File: src/rtl/conv_window_gen_3x3.sv
// 3x3 convolution window generator.
// Accepts one raster-order pixel per valid cycle, keeps the two previous image
// rows in column-addressed line buffers, and emits every fully-populated 3x3
// window (valid convolution, no padding) as one packed word for the MAC stage.
// Packed order: [9W-1 -: W] = p1_1 (oldest row, leftmost col) ... [W-1:0] = p3_3.
module conv_window_gen_3x3 #(
  parameter int WT_BITS = 16,
  parameter int IMG_W   = 28,
  parameter int IMG_H   = 28
) (
  input  logic                   clk,
  input  logic                   rst,
  input  logic [WT_BITS-1:0]     pix_in,
  input  logic                   pix_valid,
  output logic [9*WT_BITS-1:0]   ifmap_chunk,
  output logic                   win_valid,
  output logic                   frame_done
);

  localparam int CW = $clog2(IMG_W);
  localparam int RW = $clog2(IMG_H);

  localparam logic [CW-1:0] COL_LAST = CW'(IMG_W - 1);
  localparam logic [RW-1:0] ROW_LAST = RW'(IMG_H - 1);
  localparam logic [CW-1:0] COL_TWO  = CW'(2);
  localparam logic [RW-1:0] ROW_TWO  = RW'(2);

  // Raster position of the pixel presented on pix_in.
  logic [CW-1:0] col_cnt;
  logic [RW-1:0] row_cnt;

  // Line buffers addressed by column: entry c holds the most recent pixel of
  // that column from one row back (lb1) and two rows back (lb2). Reading and
  // writing the same column slot each valid cycle behaves exactly like an
  // IMG_W-deep shift register without moving every entry.
  logic [WT_BITS-1:0] lb1_mem [IMG_W];
  logic [WT_BITS-1:0] lb2_mem [IMG_W];
  logic [WT_BITS-1:0] lb1_out;
  logic [WT_BITS-1:0] lb2_out;

  // Window registers: win[row][col], row 0 = oldest, col 0 = leftmost.
  logic [WT_BITS-1:0] win      [3][3];
  logic [WT_BITS-1:0] win_next [3][3];
  logic [9*WT_BITS-1:0] packed_next;

  logic completes;
  logic last_pix;

  // Line buffer read ports at the current column.
  always_comb begin
    lb1_out = lb1_mem[col_cnt];
    lb2_out = lb2_mem[col_cnt];
  end

  // Window contents after accepting the current pixel: shift left, load new right column.
  always_comb begin
    for (int unsigned i = 0; i < 3; i++) begin
      win_next[i][0] = win[i][1];
      win_next[i][1] = win[i][2];
    end
    win_next[0][2] = lb2_out;
    win_next[1][2] = lb1_out;
    win_next[2][2] = pix_in;
  end

  // Pack the next window into MAC field order, p1_1 in the top field.
  always_comb begin
    packed_next = '0;
    for (int unsigned i = 0; i < 3; i++) begin
      for (int unsigned j = 0; j < 3; j++) begin
        packed_next[(8 - (3*i + j))*WT_BITS +: WT_BITS] = win_next[i][j];
      end
    end
  end

  // Window completion and end-of-frame decode for the pixel being accepted.
  always_comb begin
    completes = pix_valid && (row_cnt >= ROW_TWO) && (col_cnt >= COL_TWO);
    last_pix  = pix_valid && (row_cnt == ROW_LAST) && (col_cnt == COL_LAST);
  end

  // Raster counters: column wraps into row, row wraps into the next frame.
  always_ff @(posedge clk or posedge rst) begin
    if (rst) begin
      col_cnt <= '0;
      row_cnt <= '0;
    end else if (pix_valid) begin
      if (col_cnt == COL_LAST) begin
        col_cnt <= '0;
        row_cnt <= (row_cnt == ROW_LAST) ? '0 : row_cnt + RW'(1);
      end else begin
        col_cnt <= col_cnt + CW'(1);
      end
    end
  end

  // Line buffer update; contents are don't-care after reset, so no reset here.
  always_ff @(posedge clk) begin
    if (pix_valid) begin
      lb1_mem[col_cnt] <= pix_in;
      lb2_mem[col_cnt] <= lb1_out;
    end
  end

  // Window register shift on every accepted pixel.
  always_ff @(posedge clk or posedge rst) begin
    if (rst) begin
      for (int unsigned i = 0; i < 3; i++) begin
        for (int unsigned j = 0; j < 3; j++) begin
          win[i][j] <= '0;
        end
      end
    end else if (pix_valid) begin
      for (int unsigned i = 0; i < 3; i++) begin
        for (int unsigned j = 0; j < 3; j++) begin
          win[i][j] <= win_next[i][j];
        end
      end
    end
  end

  // Registered outputs: window word loads only on completion and holds otherwise.
  always_ff @(posedge clk or posedge rst) begin
    if (rst) begin
      ifmap_chunk <= '0;
      win_valid   <= 1'b0;
      frame_done  <= 1'b0;
    end else begin
      win_valid  <= completes;
      frame_done <= last_pix;
      if (completes) begin
        ifmap_chunk <= packed_next;
      end
    end
  end

endmodule

File: config.mk
export PLATFORM = sky130hd
export DESIGN_NAME = conv_window_gen_3x3
export DESIGN_NICKNAME = d
export VERILOG_FILES = /design/src/rtl/conv_window_gen_3x3.sv
export SDC_FILE = /design/constraint.sdc
export NUM_CORES = 1
export LEC_CHECK = 0
export CELL_PAD_IN_SITES_DETAIL_PLACEMENT = 1
export CELL_PAD_IN_SITES_GLOBAL_PLACEMENT = 1
export CORE_AREA = 10 10 314 316
export CTS_CLUSTER_SIZE = 40
export DETAILED_ROUTE_END_ITERATION = 12
export DIE_AREA = 0 0 324 326
export GPL_TIMING_DRIVEN = 0
export PLACE_DENSITY_LB_ADDON = 0.1
export SETUP_SLACK_MARGIN = 0.02
export SLEW_MARGIN = 5
export SYNTH_ARGS = -nofsm -noshare
export SYNTH_HDL_FRONTEND = slang
export SYNTH_SLANG_ARGS = --single-unit
File: constraint.sdc
create_clock -name clk -period 17.6 [get_ports clk]
set_input_delay 1.76 -clock clk [delete_from_list [all_inputs] [get_ports clk]]
set_output_delay 1.76 -clock clk [all_outputs]
set_load 0.05 [all_outputs]
==> flow_summary.toml, run 1 <==
[synthesis]
async_flop_share = 0.220
synth-xor-area-share = 0.000200
synth_top_area_share = 0.614
syn_nets = 2687
synth-simple-area-share = 0.0578
netlist_instances = 2662
yosysTopAreaCell = "edfxtp_1"
synth_area_per_cell_um2 = 16.5
synthDistinctLibCells = 57
yosysMostFrequentCell = "edfxtp_1"
syn-cell-area_um2 = 43900
ys_warn_count = 0
synth_fa_ha_area_frac = 0.00171
synth-edff-count = 896
synthMuxAreaShare = 0.125
ys_ff_latch = 1148
yosys-top-cells-count = "896 x edfxtp_1, 388 x mux2i_1, 375 x nand2_1, 252 x dfrtp_1, 170 x o22ai_1"
synth_flop_cell = "edfxtp_1"
ys_top_cells_by_area = "edfxtp_1 61%, dfrtp_1 14%, mux2i_1 8.9%"
synth_compound_area_frac = 0.0403
synth_top_family_by_area = "multiplexers"
yosysSeqAreaShare = 0.757

[timing]
setup_violations = 0
worst_slew_pin_slew_ns = 1.30
fin_crit_ns = 5.14
rsz0062_at_grt = "no"
fin_ws_ns = 12.46
fmax_mhz = 195
fin_skew_ns = 0.0390
slew_headroom = 0.123
period_share = 0.292
drv_slew = 0
hold_viol_final = 0
fin_setup_tns_ns = 0

[setup_path]
cp_cell_sequence = "clkdlybuf4s50_1 > clkbuf_1 > clkbuf_1 > clkbuf_1 > nand2_1 > nor2_4 > buf_12"
worstPathMaxFanout = 17
required_ns = 17.98
crit_slowest_cell = "nor2_4"
path_class = "in2reg"
arrival_ns = 5.52
cpMostUsedCell = "clkbuf_1"
cp-end-kind = "flip-flop"
cp-start-kind = "input pin"
max_stage_delay_ns = 0.74

[finish]
syn2layout_area_growth_pct = 17.7
fin_nets = 3017
final_cells = 4291
fill_cells = 8491
drive_above_1_share = 0.157
final-seq-area_um2 = 33200
multi_input_area_um2 = 10100

[floorplan]
die-area_um2 = 106000
fp.coreArea_um2 = 92500
die_w_um = 324
rows = 112
initial_core_util = 0.474
dieHeight_um = 326
ios = 165

[pwr]
vdd.ir_drop.worst_v = 0.0000961
p_comb_frac = 0.363
p_sw_uw = 3830
powerDensity_nw_per_um2 = 194
p_sw_frac = 0.383
p_seq_frac = 0.401
pwr-share-clk = 0.236
p_int_uw = 6180
leakage_uw = 0.0189

[detailed_routing]
final_antenna_net_count = 0
remaining_drc_errors = 0
wl_per_cell_um = 31.1
first_iter_violations = 2689
drtPass1Iterations = 5
routed_via_density = 6.00
num_vias = 25728
drt-total-wl_mm = 133

[grt]
overflow = 0
grt_util_all_layers = 0.249
grt_max_degree = 128
grt_pass1_wl_mm = 191
grt_pass1_vias = 26964
grt_antenna_before_repair = 4

[clock_tree]
cts_setup_buffers = 0
cts_resized = 0
cts_hold_buf = 0
cts_sinks = 1148
cts_tree = "built"
clock_latency_ns = 0.71
clock_path_buffers = 3
path_clk_slew_ns = 0.06
cts_root_buf = "clkbuf_16"
numCtsBuffers = 117
htree_levels = 3

[outcome]
status = "complete, no violations"

[placement]
port_buffers = 164
placed_cells = 4070
hpwl_mm = 90.4
gpl.final_weighted_congestion = 0.834
post-place-ws_ns = 11.72

[worst_hold_path]
hold_path.class = "reg2reg"

[run]
cap_viol_max_count = 0
-- cell families (layout without fill, tap and decap cells) --
logic type | count (synthesis) | count (layout)
XOR/XNOR | 1 | 1
flip-flops | 1148 | 1148
AND/OR/NAND/NOR | 583 | 583
other | 0 | 1
AO/OA/AOI/OAI | 273 | 273
adder cells (fa/ha/maj) | 6 | 6
buffers and inverters | 152 | 583
multiplexers | 499 | 499
-- through the flow --
step                      utilization  hold WS [ns]  power (uW)  area (um2)
after detailed placement        0.519         0.457        7690       48000
after CTS                       0.558         0.473       10000       51700
after global placement          0.508         0.452        7470       47000
final                           0.558         0.473       10000       51600
after global routing            0.558         0.502       10400       51600
after floorplan                     -         0.435        6050       43900
-- critical path: cells and delay by family --
family | cells | cell delay [ns]
buf+inv | 5 | 2.57
simple gates | 2 | 1.15
-- metal layers --
layer  routed length, um  GRT usage
met5                  13          0
met1               55500      0.334
met3               10500     0.0476
met2               63800      0.411
met4                3570     0.0733
-- registers in the layout, summed over array words and instances (netlist names) --
| register | cells |
|---|---|
| lb2_mem | 448 |
| packed_next | 96 |
| win_valid | 1 |
| ifmap_chunk | 144 |
| lb1_mem | 448 |
| frame_done | 1 |
| col_cnt | 5 |
| row_cnt | 5 |
-- power by group through the flow --
stage / sequential (uW) / clock [uW] / combinational [uW]
floorplan: 4510 / 0 / 1550
global placement: 4070 / 0 / 3400
detailed placement: 4080 / 0 / 3620
CTS: 4020 / 2390 / 3630
global route: 4060 / 2500 / 3830
finish: 4020 / 2360 / 3640
-- worst paths after layout --
kind,start,end,slack (ns),depth (start not counted)
worst max-delay path,pix_valid,lb2_mem[4][10],12.46,7
worst min-delay path,packed_next[92],ifmap_chunk[92],0.47,2
worst max register to register,col_cnt[0],lb2_mem[25][0],12.56,7
worst min register to register,packed_next[92],ifmap_chunk[92],0.47,2
max in group asynchronous,rst,ifmap_chunk[138],14.75,3
min in group asynchronous,rst,ifmap_chunk[35],1.66,2
-- area by class of cell --
cell class                 count  share of cell area
timing repair buffer         211              0.0473
sequential                  1148               0.643
multi-input combinational   1362               0.195
buffer                       145              0.0146
antenna                        1           0.0000485
inverter                       7            0.000654
tap                         1197              0.0290
clock buffer                 158              0.0622
clock inverter                62             0.00797
-- placed cells by master, fill, tap and decap left out, types with 49 or more instances in the layout --
cell	Yosys	routed
a31oi_1	49	49
buf_2	80	87
clkbuf_1	38	70
clkbuf_16	0	121
clkdlybuf4s50_1	0	157
dfrtp_1	252	252
edfxtp_1	896	896
mux2_2	76	76
mux2i_1	388	388
nand2_1	375	375
nor2_1	89	77
o22ai_1	170	170
Note: power is estimated with default switching activity, not from simulation.
==> run 2: changes to the inputs <==
- CORE_AREA: 10 10 314 316 -> 10 10 317 319
- DIE_AREA: 0 0 324 326 -> 0 0 327 329
- clock period: 17.6 -> 4.2 ns (I/O delays scaled with it)
==> flow_summary.toml, run 2 (synthesis gave the netlist of run 1 again) <==
[detailed_routing]
wl_per_cell_um = 31.4
num_vias = 25894
remaining_drc_errors = 0
drt-total-wl_mm = 137
routed_via_density = 5.93
first_iter_violations = 2875
drtPass1Iterations = 7
final_antenna_net_count = 0

[timing]
worst_slew_pin_slew_ns = 1.36
setup_violations = 0
rsz0062_at_grt = "no"
period_share = 0.976
drv_slew = 0
fin_skew_ns = 0.0431
fin_ws_ns = 0.101
fmax_mhz = 244
slew_headroom = 0.0932
fin_crit_ns = 4.10
hold_viol_final = 0

[pwr]
vdd.ir_drop.worst_v = 0.000425
p_sw_uw = 16400
pwr-share-clk = 0.245
leakage_uw = 0.0191
p_seq_frac = 0.393
p_int_uw = 26400
powerDensity_nw_per_um2 = 820
p_comb_frac = 0.362
p_sw_frac = 0.383

[floorplan]
initial_core_util = 0.465
dieHeight_um = 329
fp.coreArea_um2 = 94300
die_w_um = 327
die-area_um2 = 108000
ios = 165
rows = 113

[clock_tree]
cts_root_buf = "clkbuf_16"
clock_latency_ns = 0.72
clock_path_buffers = 3
cts_sinks = 1148
htree_levels = 3
cts_tree = "built"
path_clk_slew_ns = 0.06
numCtsBuffers = 117

[setup_path]
path_class = "reg2reg"
required_ns = 4.44
arrival_ns = 4.34
cp-start-kind = "flip-flop"
cp-end-kind = "flip-flop"
worstPathMaxFanout = 28

[placement]
hpwl_mm = 91.8
post-place-ws_ns = -0.896
post_dp_cell_area_um2 = 48100
port_buffers = 164
gpl.final_weighted_congestion = 0.822

[finish]
antenna_cells = 0
fin_nets = 3027
final_cell_mix = "896 x edfxtp_1, 388 x mux2i_1, 364 x nand2_1"
fill_cells = 8733
final-seq-area_um2 = 33200
drive_above_1_share = 0.169
layout_commonest_cell = "edfxtp_1"
multi_input_area_um2 = 10200
reg_top3 = "lb1_mem (448), lb2_mem (448), ifmap_chunk (144)"
syn2layout_area_growth_pct = 18.9
design_area_um2 = 52200

[grt]
grt_pass1_vias = 27369
grt_max_degree = 43
grt_util_all_layers = 0.251
grt_antenna_before_repair = 2
overflow = 0
grt_pass1_wl_mm = 197

[outcome]
status = "complete, no violations"

[worst_hold_path]
hold_path.class = "in2async"

[run]
cap_viol_max_count = 0
[run 2: worst max-delay path, cell delays in order, from the launching register on]
cell and delay [ns]:
dfrtp_1 0.49, buf_4 0.22, nand4bb_1 0.11, clkbuf_1 0.28
clkbuf_1 0.89, o22ai_1 0.25, nor4_2 0.78, nand2_2 0.61
[run 2: through the flow]
stage / hold slack, ns / TNS (ns) / total power, uW / util / cells
floorplan: 0.435 / 0 / 25400 / - / 2662
global placement: 0.455 / -1763.39 / 31300 / 0.499 / 4091
detailed placement: 0.460 / -152.31 / 32200 / 0.511 / 4141
CTS: 0.174 / 0 / 42800 / 0.553 / 4362
global route: 0.227 / 0 / 44300 / 0.553 / 4368
finish: 0.172 / 0 / 42800 / 0.553 / 4368
[run 2: final cells by class]
cell class,instances,share of cell area
clock buffers,151,0.0607
inverters,7,0.000576
plain buffers,145,0.0145
flip-flops and latches,1148,0.637
well taps,1265,0.0303
clock inverters,69,0.0136
repair buffers,220,0.0487
multi-input cells,1363,0.195
[run 2: per-layer routing]
metal	GRT usage	vias to the layer above	part of all wire	wire, um
met5	0	-	0	0
met4	0.0840	0	0.031	4250
met3	0.0451	246	0.077	10600
met2	0.410	1086	0.48	65100
met1	0.340	13693	0.42	57000
li1	-	10869	-	-
[run 2: timing repair]
item | CTS | global route
buffers inserted | 0 | 6
hold buffers | 0 | 0
cloned | 1 | 0
resized for setup | 19 | 8
endpoints found under the setup margin | 368 | 117
pin swaps | 2 | 2
[run 2: power groups by stage]
stage               Combinational, uW  Clock [uW]  Sequential (uW)
floorplan                        6480           0            18900
global placement                14300           0            17100
detailed placement              15100           0            17100
CTS                             15300       10600            16800
global route                    16200       11100            17000
finish                          15500       10500            16800
[run 2: path summary, 6_finish.rpt]
path | startpoint | endpoint | slack [ns] | cells after the start
worst max-delay path | col_cnt[0] | lb2_mem[0][1] | 0.10 | 7
max in group asynchronous | rst | packed_next[128] | 2.82 | 5
worst max register to register | col_cnt[0] | lb2_mem[0][1] | 0.10 | 7
worst min register to register | packed_next[128] | ifmap_chunk[128] | 0.47 | 2
worst min-delay path | rst | ifmap_chunk[14] | 0.17 | 2
min in group clk | pix_in[7] | ifmap_chunk[7] | 0.28 | 3
==> run 3: changes to the inputs <==
- CORE_AREA: 10 10 317 319 -> 10 10 314 316
- DIE_AREA: 0 0 327 329 -> 0 0 324 326
- DONT_BUFFER_PORTS: unset -> 1
- PLACE_DENSITY_LB_ADDON: 0.1 -> 0.3
- SLEW_MARGIN: 5 -> unset
==> flow_summary.toml, run 3 (synthesis gave the netlist of run 1 again) <==
[outcome]
status = "complete, no violations"

[finish]
final_cell_mix = "896 x edfxtp_1, 388 x mux2i_1, 362 x nand2_1"
drive_above_1_share = 0.170
final-seq-area_um2 = 33200
layout_commonest_cell = "edfxtp_1"
fin_nets = 2870
fill_cells = 8454
reg_top3 = "lb1_mem (448), lb2_mem (448), ifmap_chunk (144)"
multi_input_area_um2 = 10100
fin_util = 0.546
syn2layout_area_growth_pct = 15.1
antenna_cells = 0

[grt]
grt_pass1_wl_mm = 194
overflow = 0
grt_pass1_vias = 27081
grt_max_degree = 46
grt_util_all_layers = 0.253
grt_antenna_before_repair = 0

[timing]
hold_viol_final = 0
worst_slew_pin_slew_ns = 1.32
slew_headroom = 0.114
fin_crit_ns = 4.16
setup_violations = 0
period_share = 0.990
rsz0062_at_grt = "no"
fin_skew_ns = 0.0282
drv_slew = 0
fmax_mhz = 240
fin_ws_ns = 0.0417

[setup_path]
cpMostUsedCell = "buf_4"
required_ns = 4.43
crit_slowest_cell = "nand4b_1"
cp_cell_sequence = "buf_4 > buf_4 > nand4b_1 > buf_2 > o22ai_1 > a211oi_1 > nand2_2"
worstPathMaxFanout = 28
arrival_ns = 4.39
cp-end-kind = "flip-flop"
path_delay_family = "simple AND/OR/NAND/NOR gates"
path_class = "reg2reg"
cp-start-kind = "flip-flop"
cp_num_buf_inv = 3
max_stage_delay_ns = 0.75

[clock_tree]
numCtsBuffers = 112
cts_setup_buffers = 0
clock_path_buffers = 3
cts_root_buf = "clkbuf_16"
htree_levels = 3
cts_tree = "built"
path_clk_slew_ns = 0.07
cts_sinks = 1148
clock_latency_ns = 0.71

[placement]
hpwl_mm = 89.2
gpl.final_weighted_congestion = 0.848
port_buffers = 0
post-place-ws_ns = -0.885

[pwr]
p_sw_uw = 16000
vdd.ir_drop.worst_v = 0.000495
p_int_uw = 24900
powerDensity_nw_per_um2 = 810
pwr-share-clk = 0.244
leakage_uw = 0.0184
total_power_uw = 40900
p_seq_frac = 0.471
p_sw_frac = 0.392
p_comb_frac = 0.285

[floorplan]
ios = 165
dieHeight_um = 326
rows = 112
fp.coreArea_um2 = 92500
die_w_um = 324
initial_core_util = 0.474
die-area_um2 = 106000

[detailed_routing]
drtPass1Iterations = 5
remaining_drc_errors = 0
drt-total-wl_mm = 135
final_antenna_net_count = 0
first_iter_violations = 2947
num_vias = 25781
wl_per_cell_um = 32.7
routed_via_density = 6.23

[worst_hold_path]
hold_path.class = "in2reg"

[run]
cap_viol_max_count = 0
## run 3: layer usage
layer,vias up,track usage,share of wire
met3,293,0.0577,0.096
met1,13619,0.330,0.39
met5,-,0,0
met4,0,0.0929,0.037
li1,10535,-,-
met2,1334,0.412,0.48
## run 3: metrics by stage
stage               hold slack (ns)  TNS [ns]  cell area [um2]  cells
global route                 0.0151         0            50500   4135
global placement              0.452  -1118.31            45400   3859
floorplan                     0.435         0            43900   2662
finish                       0.0244         0            50500   4135
detailed placement            0.362   -144.79            46300   3902
CTS                         0.00164         0            50400   4135
## run 3: power by group through the flow
stage               registers [uW]  clock network (uW)  logic [uW]
floorplan                    18900                   0        6480
global placement             19500                   0       10200
detailed placement           19600                   0       11100
CTS                          19300               10100       11400
global route                 19400               10600       12300
finish                       19300                9990       11600
## run 3: worst paths after layout
path,start,to,slack (ns),cells past startpoint
max in group asynchronous,rst,packed_next[117],2.54,6
max,col_cnt[0],lb2_mem[8][9],0.04,7
min reg2reg,packed_next[134],ifmap_chunk[134],0.47,2
max reg2reg,col_cnt[0],lb2_mem[8][9],0.04,7
min in group asynchronous,rst,ifmap_chunk[4],0.26,2
min,pix_in[7],lb1_mem[17][7],0.02,1
## run 3: final cells by class
cell class | count | area share
Multi-Input combinational cell | 1362 | 0.201
Inverter | 7 | 0.000595
Clock inverter | 67 | 0.0127
Tap cell | 1197 | 0.0297
Clock buffer | 140 | 0.0588
Buffer | 145 | 0.0151
Timing Repair Buffer | 69 | 0.0240
Sequential cell | 1148 | 0.658
## run 3: what timing repair did
action	CTS	global route
hold endpoints to repair	501	0
pin swaps	1	0
setup endpoints to repair	396	142
gates resized for setup	25	5
hold buffers	26	0
gates cloned	0	0
